File: config.mk
export PLATFORM = sky130hd
export DESIGN_NAME = reg_file_rat_flat
export DESIGN_NICKNAME = d
export VERILOG_FILES = /design/src/rtl/reg_file_rat_pkg.sv /design/src/rtl/reg_file_rat_if.sv /design/src/rtl/reg_file_rat_port.sv /design/src/rtl/reg_file_rat.sv /design/src/flat_wrapper.sv
export SDC_FILE = /design/constraint.sdc
export NUM_CORES = 2
export LEC_CHECK = 0
export CORE_UTILIZATION = 40
export DETAILED_ROUTE_END_ITERATION = 8
export GPL_TIMING_DRIVEN = 0
export HOLD_SLACK_MARGIN = 0.1
export PLACE_DENSITY = 0.51
export SYNTH_ARGS = -nofsm -noshare
export SYNTH_HDL_FRONTEND = slang
export SYNTH_HIERARCHICAL = 1
export SYNTH_SLANG_ARGS = --single-unit
File: constraint.sdc
create_clock -name clk -period 4.53 [get_ports clk]
set_input_delay 0.906 -clock clk [delete_from_list [all_inputs] [get_ports clk]]
set_output_delay 0.906 -clock clk [all_outputs]
set_load 0.02 [all_outputs]
File: src/rtl/reg_file_rat_pkg.sv
// Shared constants for the register file / RAT and the ROB it talks to.
// Defaults here feed the parameters of the interface, the top and the read port.
package reg_file_rat_pkg;

  localparam int DATA_W = 32;
  localparam int REG_N  = 32;
  localparam int REG_W  = $clog2(REG_N);

  localparam int ROB_N  = 16;
  localparam int ROB_W  = $clog2(ROB_N);

  localparam logic [ROB_W-1:0] NOT_RENAMED = '0;

endpackage

File: src/rtl/reg_file_rat_if.sv
// Decoder lookup/rename request, registered operand response and ROB commit bus.
// The master side is the decoder/ROB, the slave side is the register file.
interface reg_file_rat_if
  import reg_file_rat_pkg::*;
#(
  parameter int DATA_W = reg_file_rat_pkg::DATA_W,
  parameter int REG_W  = reg_file_rat_pkg::REG_W,
  parameter int ROB_W  = reg_file_rat_pkg::ROB_W
);

  logic              dec_valid;
  logic [REG_W-1:0]  dec_rs1_index;
  logic [REG_W-1:0]  dec_rs2_index;
  logic              dec_need_rs1;
  logic              dec_need_rs2;
  logic              dec_rd_valid;
  logic [REG_W-1:0]  dec_rd_index;
  logic [ROB_W-1:0]  dec_rd_rename;

  logic              out_valid;
  logic              rs1_renamed;
  logic [DATA_W-1:0] rs1_value;
  logic [ROB_W-1:0]  rs1_rename;
  logic              rs2_renamed;
  logic [DATA_W-1:0] rs2_value;
  logic [ROB_W-1:0]  rs2_rename;

  logic              rob_enable;
  logic [REG_W-1:0]  rob_commit_index;
  logic [ROB_W-1:0]  rob_commit_rename;
  logic [DATA_W-1:0] rob_commit_value;

  modport master (
    output dec_valid, dec_rs1_index, dec_rs2_index, dec_need_rs1, dec_need_rs2,
           dec_rd_valid, dec_rd_index, dec_rd_rename,
           rob_enable, rob_commit_index, rob_commit_rename, rob_commit_value,
    input  out_valid, rs1_renamed, rs1_value, rs1_rename,
           rs2_renamed, rs2_value, rs2_rename
  );

  modport slave (
    input  dec_valid, dec_rs1_index, dec_rs2_index, dec_need_rs1, dec_need_rs2,
           dec_rd_valid, dec_rd_index, dec_rd_rename,
           rob_enable, rob_commit_index, rob_commit_rename, rob_commit_value,
    output out_valid, rs1_renamed, rs1_value, rs1_rename,
           rs2_renamed, rs2_value, rs2_rename
  );

endinterface

File: src/rtl/reg_file_rat_port.sv
// One combinational read port: commit bypass, then need/x0 masking.
// The top registers its result into the response outputs.
module reg_file_rat_port
  import reg_file_rat_pkg::*;
#(
  parameter int               DATA_W      = reg_file_rat_pkg::DATA_W,
  parameter int               REG_W       = reg_file_rat_pkg::REG_W,
  parameter int               ROB_W       = reg_file_rat_pkg::ROB_W,
  parameter logic [ROB_W-1:0] NOT_RENAMED = reg_file_rat_pkg::NOT_RENAMED
) (
  input  logic [REG_W-1:0]  index,
  input  logic              need,
  input  logic [DATA_W-1:0] stored_value,
  input  logic              stored_renamed,
  input  logic [ROB_W-1:0]  stored_tag,
  input  logic              commit_en,
  input  logic [REG_W-1:0]  commit_index,
  input  logic [ROB_W-1:0]  commit_rename,
  input  logic [DATA_W-1:0] commit_value,
  output logic              renamed,
  output logic [DATA_W-1:0] value,
  output logic [ROB_W-1:0]  rename
);

  logic bypass;

  // A commit only resolves the operand if it retires the very producer we would wait on.
  assign bypass = commit_en && (commit_index == index) && (index != '0)
                  && stored_renamed && (stored_tag == commit_rename);

  always_comb begin
    renamed = stored_renamed;
    value   = stored_value;
    rename  = stored_renamed ? stored_tag : NOT_RENAMED;
    if (bypass) begin
      renamed = 1'b0;
      value   = commit_value;
      rename  = NOT_RENAMED;
    end
    if (!need) begin
      renamed = 1'b0;
      rename  = NOT_RENAMED;
    end
    if (index == '0) begin
      renamed = 1'b0;
      value   = '0;
      rename  = NOT_RENAMED;
    end
  end

endmodule

File: src/rtl/reg_file_rat.sv
// Architectural register file plus register alias table for the Tomasulo core.
// Answers two operand lookups per cycle, records renames and retires ROB commits.
module reg_file_rat
  import reg_file_rat_pkg::*;
#(
  parameter int               DATA_W      = reg_file_rat_pkg::DATA_W,
  parameter int               REG_N       = reg_file_rat_pkg::REG_N,
  parameter int               REG_W       = reg_file_rat_pkg::REG_W,
  parameter int               ROB_W       = reg_file_rat_pkg::ROB_W,
  parameter logic [ROB_W-1:0] NOT_RENAMED = reg_file_rat_pkg::NOT_RENAMED
) (
  input logic           clk,
  input logic           rst,
  input logic           rdy,
  input logic           jump_wrong,
  reg_file_rat_if.slave bus
);

  logic [DATA_W-1:0] values  [REG_N];
  logic              renamed [REG_N];
  logic [ROB_W-1:0]  tags    [REG_N];

  logic              rd1_renamed, rd2_renamed;
  logic [DATA_W-1:0] rd1_value,   rd2_value;
  logic [ROB_W-1:0]  rd1_rename,  rd2_rename;

  reg_file_rat_port #(
    .DATA_W(DATA_W), .REG_W(REG_W), .ROB_W(ROB_W), .NOT_RENAMED(NOT_RENAMED)
  ) u_port1 (
    .index         (bus.dec_rs1_index),
    .need          (bus.dec_need_rs1),
    .stored_value  (values[bus.dec_rs1_index]),
    .stored_renamed(renamed[bus.dec_rs1_index]),
    .stored_tag    (tags[bus.dec_rs1_index]),
    .commit_en     (bus.rob_enable),
    .commit_index  (bus.rob_commit_index),
    .commit_rename (bus.rob_commit_rename),
    .commit_value  (bus.rob_commit_value),
    .renamed       (rd1_renamed),
    .value         (rd1_value),
    .rename        (rd1_rename)
  );

  reg_file_rat_port #(
    .DATA_W(DATA_W), .REG_W(REG_W), .ROB_W(ROB_W), .NOT_RENAMED(NOT_RENAMED)
  ) u_port2 (
    .index         (bus.dec_rs2_index),
    .need          (bus.dec_need_rs2),
    .stored_value  (values[bus.dec_rs2_index]),
    .stored_renamed(renamed[bus.dec_rs2_index]),
    .stored_tag    (tags[bus.dec_rs2_index]),
    .commit_en     (bus.rob_enable),
    .commit_index  (bus.rob_commit_index),
    .commit_rename (bus.rob_commit_rename),
    .commit_value  (bus.rob_commit_value),
    .renamed       (rd2_renamed),
    .value         (rd2_value),
    .rename        (rd2_rename)
  );

  // Rename is written after the commit so a same-cycle new rename wins over the clear.
  always_ff @(posedge clk) begin
    if (rst) begin
      for (int i = 0; i < REG_N; i++) begin
        values[i]  <= '0;
        renamed[i] <= 1'b0;
        tags[i]    <= NOT_RENAMED;
      end
      bus.out_valid   <= 1'b0;
      bus.rs1_renamed <= 1'b0;
      bus.rs1_value   <= '0;
      bus.rs1_rename  <= NOT_RENAMED;
      bus.rs2_renamed <= 1'b0;
      bus.rs2_value   <= '0;
      bus.rs2_rename  <= NOT_RENAMED;
    end else if (rdy) begin
      if (jump_wrong) begin
        for (int i = 0; i < REG_N; i++) begin
          renamed[i] <= 1'b0;
          tags[i]    <= NOT_RENAMED;
        end
        bus.out_valid <= 1'b0;
      end else begin
        bus.out_valid <= bus.dec_valid;
        if (bus.dec_valid) begin
          bus.rs1_renamed <= rd1_renamed;
          bus.rs1_value   <= rd1_value;
          bus.rs1_rename  <= rd1_rename;
          bus.rs2_renamed <= rd2_renamed;
          bus.rs2_value   <= rd2_value;
          bus.rs2_rename  <= rd2_rename;
        end
        if (bus.rob_enable && (bus.rob_commit_index != '0)) begin
          values[bus.rob_commit_index] <= bus.rob_commit_value;
          if (tags[bus.rob_commit_index] == bus.rob_commit_rename) begin
            renamed[bus.rob_commit_index] <= 1'b0;
            tags[bus.rob_commit_index]    <= NOT_RENAMED;
          end
        end
        if (bus.dec_valid && bus.dec_rd_valid && (bus.dec_rd_index != '0)) begin
          renamed[bus.dec_rd_index] <= 1'b1;
          tags[bus.dec_rd_index]    <= bus.dec_rd_rename;
        end
      end
    end
  end

endmodule

File: src/flat_wrapper.sv
// flat-port wrapper written by rule: the top's interface ports become plain ports
module reg_file_rat_flat import reg_file_rat_pkg::*;
#(
  parameter int               DATA_W      = reg_file_rat_pkg::DATA_W,
  parameter int               REG_N       = reg_file_rat_pkg::REG_N,
  parameter int               REG_W       = reg_file_rat_pkg::REG_W,
  parameter int               ROB_W       = reg_file_rat_pkg::ROB_W,
  parameter logic [ROB_W-1:0] NOT_RENAMED = reg_file_rat_pkg::NOT_RENAMED
)
  (clk, rst, rdy, jump_wrong, bus_dec_valid, bus_dec_rs1_index, bus_dec_rs2_index, bus_dec_need_rs1, bus_dec_need_rs2, bus_dec_rd_valid, bus_dec_rd_index, bus_dec_rd_rename, bus_rob_enable, bus_rob_commit_index, bus_rob_commit_rename, bus_rob_commit_value, bus_out_valid, bus_rs1_renamed, bus_rs1_value, bus_rs1_rename, bus_rs2_renamed, bus_rs2_value, bus_rs2_rename);
  reg_file_rat_if #(.DATA_W(DATA_W), .REG_W(REG_W), .ROB_W(ROB_W)) bus_i ();
  input logic clk;
  input logic rst;
  input logic rdy;
  input logic jump_wrong;
  input wire logic [$bits(bus_i.dec_valid)-1:0] bus_dec_valid;
  input wire logic [$bits(bus_i.dec_rs1_index)-1:0] bus_dec_rs1_index;
  input wire logic [$bits(bus_i.dec_rs2_index)-1:0] bus_dec_rs2_index;
  input wire logic [$bits(bus_i.dec_need_rs1)-1:0] bus_dec_need_rs1;
  input wire logic [$bits(bus_i.dec_need_rs2)-1:0] bus_dec_need_rs2;
  input wire logic [$bits(bus_i.dec_rd_valid)-1:0] bus_dec_rd_valid;
  input wire logic [$bits(bus_i.dec_rd_index)-1:0] bus_dec_rd_index;
  input wire logic [$bits(bus_i.dec_rd_rename)-1:0] bus_dec_rd_rename;
  input wire logic [$bits(bus_i.rob_enable)-1:0] bus_rob_enable;
  input wire logic [$bits(bus_i.rob_commit_index)-1:0] bus_rob_commit_index;
  input wire logic [$bits(bus_i.rob_commit_rename)-1:0] bus_rob_commit_rename;
  input wire logic [$bits(bus_i.rob_commit_value)-1:0] bus_rob_commit_value;
  output wire logic [$bits(bus_i.out_valid)-1:0] bus_out_valid;
  output wire logic [$bits(bus_i.rs1_renamed)-1:0] bus_rs1_renamed;
  output wire logic [$bits(bus_i.rs1_value)-1:0] bus_rs1_value;
  output wire logic [$bits(bus_i.rs1_rename)-1:0] bus_rs1_rename;
  output wire logic [$bits(bus_i.rs2_renamed)-1:0] bus_rs2_renamed;
  output wire logic [$bits(bus_i.rs2_value)-1:0] bus_rs2_value;
  output wire logic [$bits(bus_i.rs2_rename)-1:0] bus_rs2_rename;
  assign bus_i.dec_valid = bus_dec_valid;
  assign bus_i.dec_rs1_index = bus_dec_rs1_index;
  assign bus_i.dec_rs2_index = bus_dec_rs2_index;
  assign bus_i.dec_need_rs1 = bus_dec_need_rs1;
  assign bus_i.dec_need_rs2 = bus_dec_need_rs2;
  assign bus_i.dec_rd_valid = bus_dec_rd_valid;
  assign bus_i.dec_rd_index = bus_dec_rd_index;
  assign bus_i.dec_rd_rename = bus_dec_rd_rename;
  assign bus_i.rob_enable = bus_rob_enable;
  assign bus_i.rob_commit_index = bus_rob_commit_index;
  assign bus_i.rob_commit_rename = bus_rob_commit_rename;
  assign bus_i.rob_commit_value = bus_rob_commit_value;
  assign bus_out_valid = bus_i.out_valid;
  assign bus_rs1_renamed = bus_i.rs1_renamed;
  assign bus_rs1_value = bus_i.rs1_value;
  assign bus_rs1_rename = bus_i.rs1_rename;
  assign bus_rs2_renamed = bus_i.rs2_renamed;
  assign bus_rs2_value = bus_i.rs2_value;
  assign bus_rs2_rename = bus_i.rs2_rename;
  reg_file_rat #(.DATA_W(DATA_W), .REG_N(REG_N), .REG_W(REG_W), .ROB_W(ROB_W), .NOT_RENAMED(NOT_RENAMED)) u_core (.clk(clk), .rst(rst), .rdy(rdy), .jump_wrong(jump_wrong), .bus(bus_i));
endmodule
Yosys cells after proc, flatten, opt, wreduce, memory -nomap -nowiden
Memory sizes are Yosys's and may differ from the RTL's.
Cells that the tools add are included.
Storage, ports and cells
  register bits after elaboration: 75
  bits in writable memories: 1184
  bits of input ports: 69
  output and inout port bits: 75
  logic and storage cells: 223
  memories kept: 3
Memory list
  u_core.values: depth 32, bits a word 32, rd ports 2, clocked after Yosys merged registers in 0, wr ports 32, RTL line reg_file_rat.sv:19  | logic [DATA_W-1:0] values [REG_N];
  u_core.tags: depth 32, bits a word 4, rd ports 3, clocked after Yosys merged registers in 0, wr ports 32, RTL line reg_file_rat.sv:21  | logic [ROB_W-1:0] tags [REG_N];
  u_core.renamed: depth 32, bits a word 1, rd ports 2, clocked after Yosys merged registers in 0, wr ports 32, RTL line reg_file_rat.sv:20  | logic renamed [REG_N];
Operators by class
  equality and inequality tests: 5
  multiplexer cells: 120
  bitwise gates (word level): 65
  reduce and logical (&&, ||, !) cells: 23
Operators by type and width (number)
  4-bit 2-to-1 mux: 42
  32-bit 2-to-1 mux: 5
  1-bit 2-to-1 mux: 68
  1-bit bitwise OR: 64
  32-bit OR reduction: 1
  5-bit 2-to-1 mux: 5
  5-bit nonzero test: 4
  4-bit equality test: 3
  1-bit logical AND: 11
  5-bit equality test: 2
  5-bit zero test: 2
  4-bit OR reduction: 2
  3-bit AND reduction: 1
  1-bit OR reduction: 2
  1-bit inverter: 1

Depth between registers and ports, before layout
An unclocked memory read counts as a cell.
  depth in word-level cells: 10
  mapped depth: 14
  depth with buffers taken out: 9

By module
Netlist, hierarchy kept.
Modules (own cells, without submodules)
  reg_file_rat: times used 1, cells an instance 4358, area each 67090.6 um2, sequential area each 36735.2 um2
  reg_file_rat_port: times used 2, cells an instance 130, area each 823.3 um2, sequential area each 0.0 um2

Worst setup path before layout
Ideal clock, no wire load.
  path type: input -> register
  start: input bus_dec_rs2_index[1]
  end: register u_core/bus.rs2_value[15] in the netlist's numbering
  library setup time: 70 ps
  data arrival time: 4049 ps
  data required time: 4460 ps
  slack: 411 ps
  stages on the path: 14
  buffers on the path: 5
  cells stage by stage: clkbuf_1 -> clkbuf_1 -> buf_1 -> mux4_2 -> mux4_2 -> mux2_2 -> xnor2_1 -> nand4_1 -> nor4_2 -> buf_6 -> buf_12 -> mux2i_1 -> nand2_1 -> a21oi_1
On the way
  longest elaborated chain between the ends: 7
  elaborated cells between the ends (all ways): 13
  those cells by class: 2 x eq/ne; 2 x mux; 6 x reduce/logical; 3 x memory
RTL lines
  start: declaration: RTL line flat_wrapper.sv:18  | input wire logic [$bits(bus_i.dec_rs2_index)-1:0] bus_dec_rs2_index;
  branches (longest 6 deep; another with memory 32 x 4 bit)
  32-bit 2-to-1 mux (*): RTL line reg_file_rat_port.sv:44  | if (index == '0) begin
  via u_core.rd2_value[15]: RTL line reg_file_rat.sv:24  | logic [DATA_W-1:0] rd1_value, rd2_value;
  end signal: assignment: RTL line reg_file_rat.sv:90  | bus.rs2_value <= rd2_value;
  end: declaration: RTL line reg_file_rat_if.sv:46  | rs2_renamed, rs2_value, rs2_rename
Mark *: on every way through the listed nets, which the timed path passes.
A chain may end at the register's enable or synchronous reset.

==> summary.txt <==
Pwr
  – Power per cell area: between 300 and 400 nW/um^2
  – Max VDD drop: 0.368 mV
  – Lkg Pwr: approximately 29 nW
  – Overall Power: between 0.02 and 0.03 W

Die
  – Std-Cell Core Area: approximately 170000 sq um
  – Die height: roughly 420 um
  – IO Count: 144
  – Initial Utilization: 0.404
  – Number of core rows: roughly 150
  – Die Wd: roughly 420 um
  – Area of the die: ~170000 sq um

Detailed routing
  – Drt pass-1 iters: 6
  – DR iter-0 viols: around 8000
  – Antenna-violating nets left: 0
  – Vias: ~49000
  – Total wire length: 298 mm
  – DR WL/cell: between 40 and 50 um
  – Drt drc: 0
  – Vias per inst: approximately 6.7

Flow run
  – Maxcap violations: 1

Run status
  – Violated checks: max-capacitance violations, max-slew violations, negative setup slack
  – Status: finished with violations

Finish
  – Fin nets: slightly above 5000
  – Syn-to-layout area delta: 15.2%
  – Share of cells above drive strength 1: 0.253
  – Post-layout util: 0.466

Global route
  – Tot GR Track Use: 0.340
  – Vias in the first global route: between 40000 and 50000
  – Initial antenna violation count: 42
  – Largest net degree at the start of global routing: 33
  – Global-route wire length before repair: ~400 mm
  – Total gr overflow: 0

Worst setup path
  – WS Path Type: input pin to flip-flop
  – CP Cell Sequence: clkdlybuf4s50_1 -> nor4bb_2 -> nand2_1 -> nor2_2 -> clkbuf_2 -> nand2_1 -> nand2b_2 -> buf_12
  – Worst path arrival time: roughly 5.2 ns
  – Critical path peak fanout: 21
  – CP max stage delay: roughly 0.83 ns
  – CP Launch Type: input pin
  – Crit end category: flip-flop
  – Slowest cell on crit path: clkbuf_2
  – CP most frequent cell: nand2_1
  – Critical Path RT: slightly above 5 ns

Synth
  – Post-Synth Adder-Cell Area: 0
  – Synth cell types: 48
  – Syn Area/Cell: between 10 and 15 sq um
  – Number of synthesis warnings: 6
  – Seq/Total Area, Yosys: 0.534
  – Complex-gate fraction of the synthesized area: 0.0188
  – Simple-gate share of the synthesized area: 0.135
  – Mapped Cells: between 4000 and 5000
  – Top FF cell, synth: edfxtp_1
  – Number of synthesized register bits: ~1300
  – Mux contribution to synthesized area: 0.273
  – EDFF count, synth: 1152
  – Netlist Area Pre-Place: ~70000 sq um
  – Largest family of logic cells by synthesized area: multiplexers
  – Synth async-reset ratio: 0
  – Post-Synth XOR/XNOR Area: 0.00291

Clock network
  – Clk Latency, worst-skew pair: slightly above 0.8 ns
  – Depth of the CTS H-tree: 4
  – Clock transition at the registers of the reported paths: approximately 0.060 ns
  – TritonCTS Buffers: 150
  – Number of hold buffers added after cts: 0
  – CTS tree: built
  – Root Driver: clkbuf_16
  – CTS Buffer Depth: 3
  – CTS Sinks: 1259

STA
  – Crit path time final: between 4 and 5 ns
  – WHS: approximately 0.45 ns
  – Clock skew: roughly 0.025 ns
  – Max Slew Vio Count: 11
  – Period Utilization, post-route: 1.03
  – RSZ-0062 raised after global routing: yes
  – Final-report setup violation count: 180
  – Max Fclk: between 0.2 and 0.25 GHz
  – Final Hold Vio Count: 0
  – Setup TNS: -13.61 ns
  – Relative slew slack: -0.0226
  – Worst-margin pin slew: around 1.5 ns
  – Worst setup margin: -0.156 ns

Placement
  – Port buffer count: roughly 140
  – Place WS: -3.32 ns
  – RePlAce Congestion: 0.971
  – Post-DP HPWL: approximately 230 mm

Worst hold path
  – Hold crit path type: flip-flop to flip-flop
## repair_timing
action	4_1_cts	5_1_grt
resized for setup	153	40
setup endpoints to repair	377	109
buffers inserted	2	9
## sequential cells by signal, summed over array words and instances (netlist names)
register,count
u_core/values,1024
u_core/tags,128
u_core/bus.rs1_value,32
u_core/bus.rs2_value,32
u_core/renamed,32
u_core/bus.rs1_rename,4
u_core/bus.rs2_rename,4
u_core/bus.out_valid,1
u_core/bus.rs1_renamed,1
u_core/bus.rs2_renamed,1
## cells in the final DEF (no fill, tap or decap), types with 9 or more instances in the layout
cell type        count
a21oi_1             78
a31o_1              27
a31o_2              31
and2_1             259
and3_1             869
buf_1               31
buf_12              32
buf_16              11
buf_2               44
buf_4               24
buf_6               22
buf_8               10
clkbuf_1           450
clkbuf_16          151
clkbuf_2            18
clkbuf_4            13
clkbuf_8            13
clkdlybuf4s50_1    139
clkinv_1            24
clkinv_2            21
conb_1              36
dfxtp_1            107
diode_2             14
edfxtp_1          1152
mux2_2              74
mux2i_1            114
mux2i_2              9
mux4_2             740
nand2_1            317
nand2b_2            30
nor2_1              63
nor3b_1             11
o21ai_1             28
o22ai_1             32
xnor2_1             21
## metal layers
metal	GRT usage	routed length, um	vias up
met3	0.0895	37100	456
met2	0.511	133000	3304
met1	0.477	117000	26300
met4	0.120	11000	10
li1	-	-	19100
met5	0	167	-
## where the power goes
group / switching [W] / internal (W)
registers: 0.000335 / 0.0133
logic: 0.00266 / 0.00174
clock network: 0.00513 / 0.00659
total: 0.00813 / 0.0216
## cell usage after synthesis (all sizes together) (7+ instances only)
library cell     n  area (sq um)
nor3b           12          95.1
mux2            74           833
mux2i          128          1280
edfxtp        1152         34600
a31o            58           508
nand3            7          35.0
nor2            64           240
and2           259          1620
nand2b          33           206
dfxtp          107          2140
nand2          319          1200
and3           869          5440
mux4           740         16700
nor3             8          45.0
clkbuf         441          1660
nor4            10          75.1
xnor2           22           200
o22ai           32           200
a21oi           78           390
buf            129           781
o21ai           31           155
## kinds of logic (layout without fill, tap and decap cells)
logic type,Yosys count,in the layout
simple gates,1620,1620
flops,1259,1259
mux,942,942
buf+inv,571,1030
compound gates,203,203
xor+xnor,22,22
other cells,1,50
## path summary, 6_finish.rpt
path                                start                  endpoint  slack (ns)  cells past startpoint
hold reg to reg   u_core/bus.rs1_value[2]   u_core/bus.rs1_value[2]        0.45                      2
hold / removal    u_core/bus.rs1_value[2]   u_core/bus.rs1_value[2]        0.45                      2
setup / recovery           bus_rob_enable     u_core/values[22][19]       -0.16                      8
setup reg to reg       u_core/tags[24][3]  u_core/bus.rs2_value[25]        0.77                     11
## area by class of cell
cell class	instances	area, sq um
fillers	15000	90900
well taps	2218	2780
clock inverters	67	596
flip-flops and latches	1259	36700
diodes	14	35.0
clock buffers	204	4020
multi-input cells	2823	29900
plain buffers	569	2840
repair buffers	189	2270
inverters	1	3.75
## worst max-delay path, delay by kind of cell
kind                   cells  cell delay [ns]
and+or+nand+nor            5             2.44
buffers and inverters      3             1.77
## stage by stage
step                instance area, sq um  instances
finish                             79200       7344
global route                       79100       7330
CTS                                79000       7322
detailed placement                 73900       7049
global placement                   73100       7014
floorplan                          68900       4653
Power figures use the tool's default switching activity.
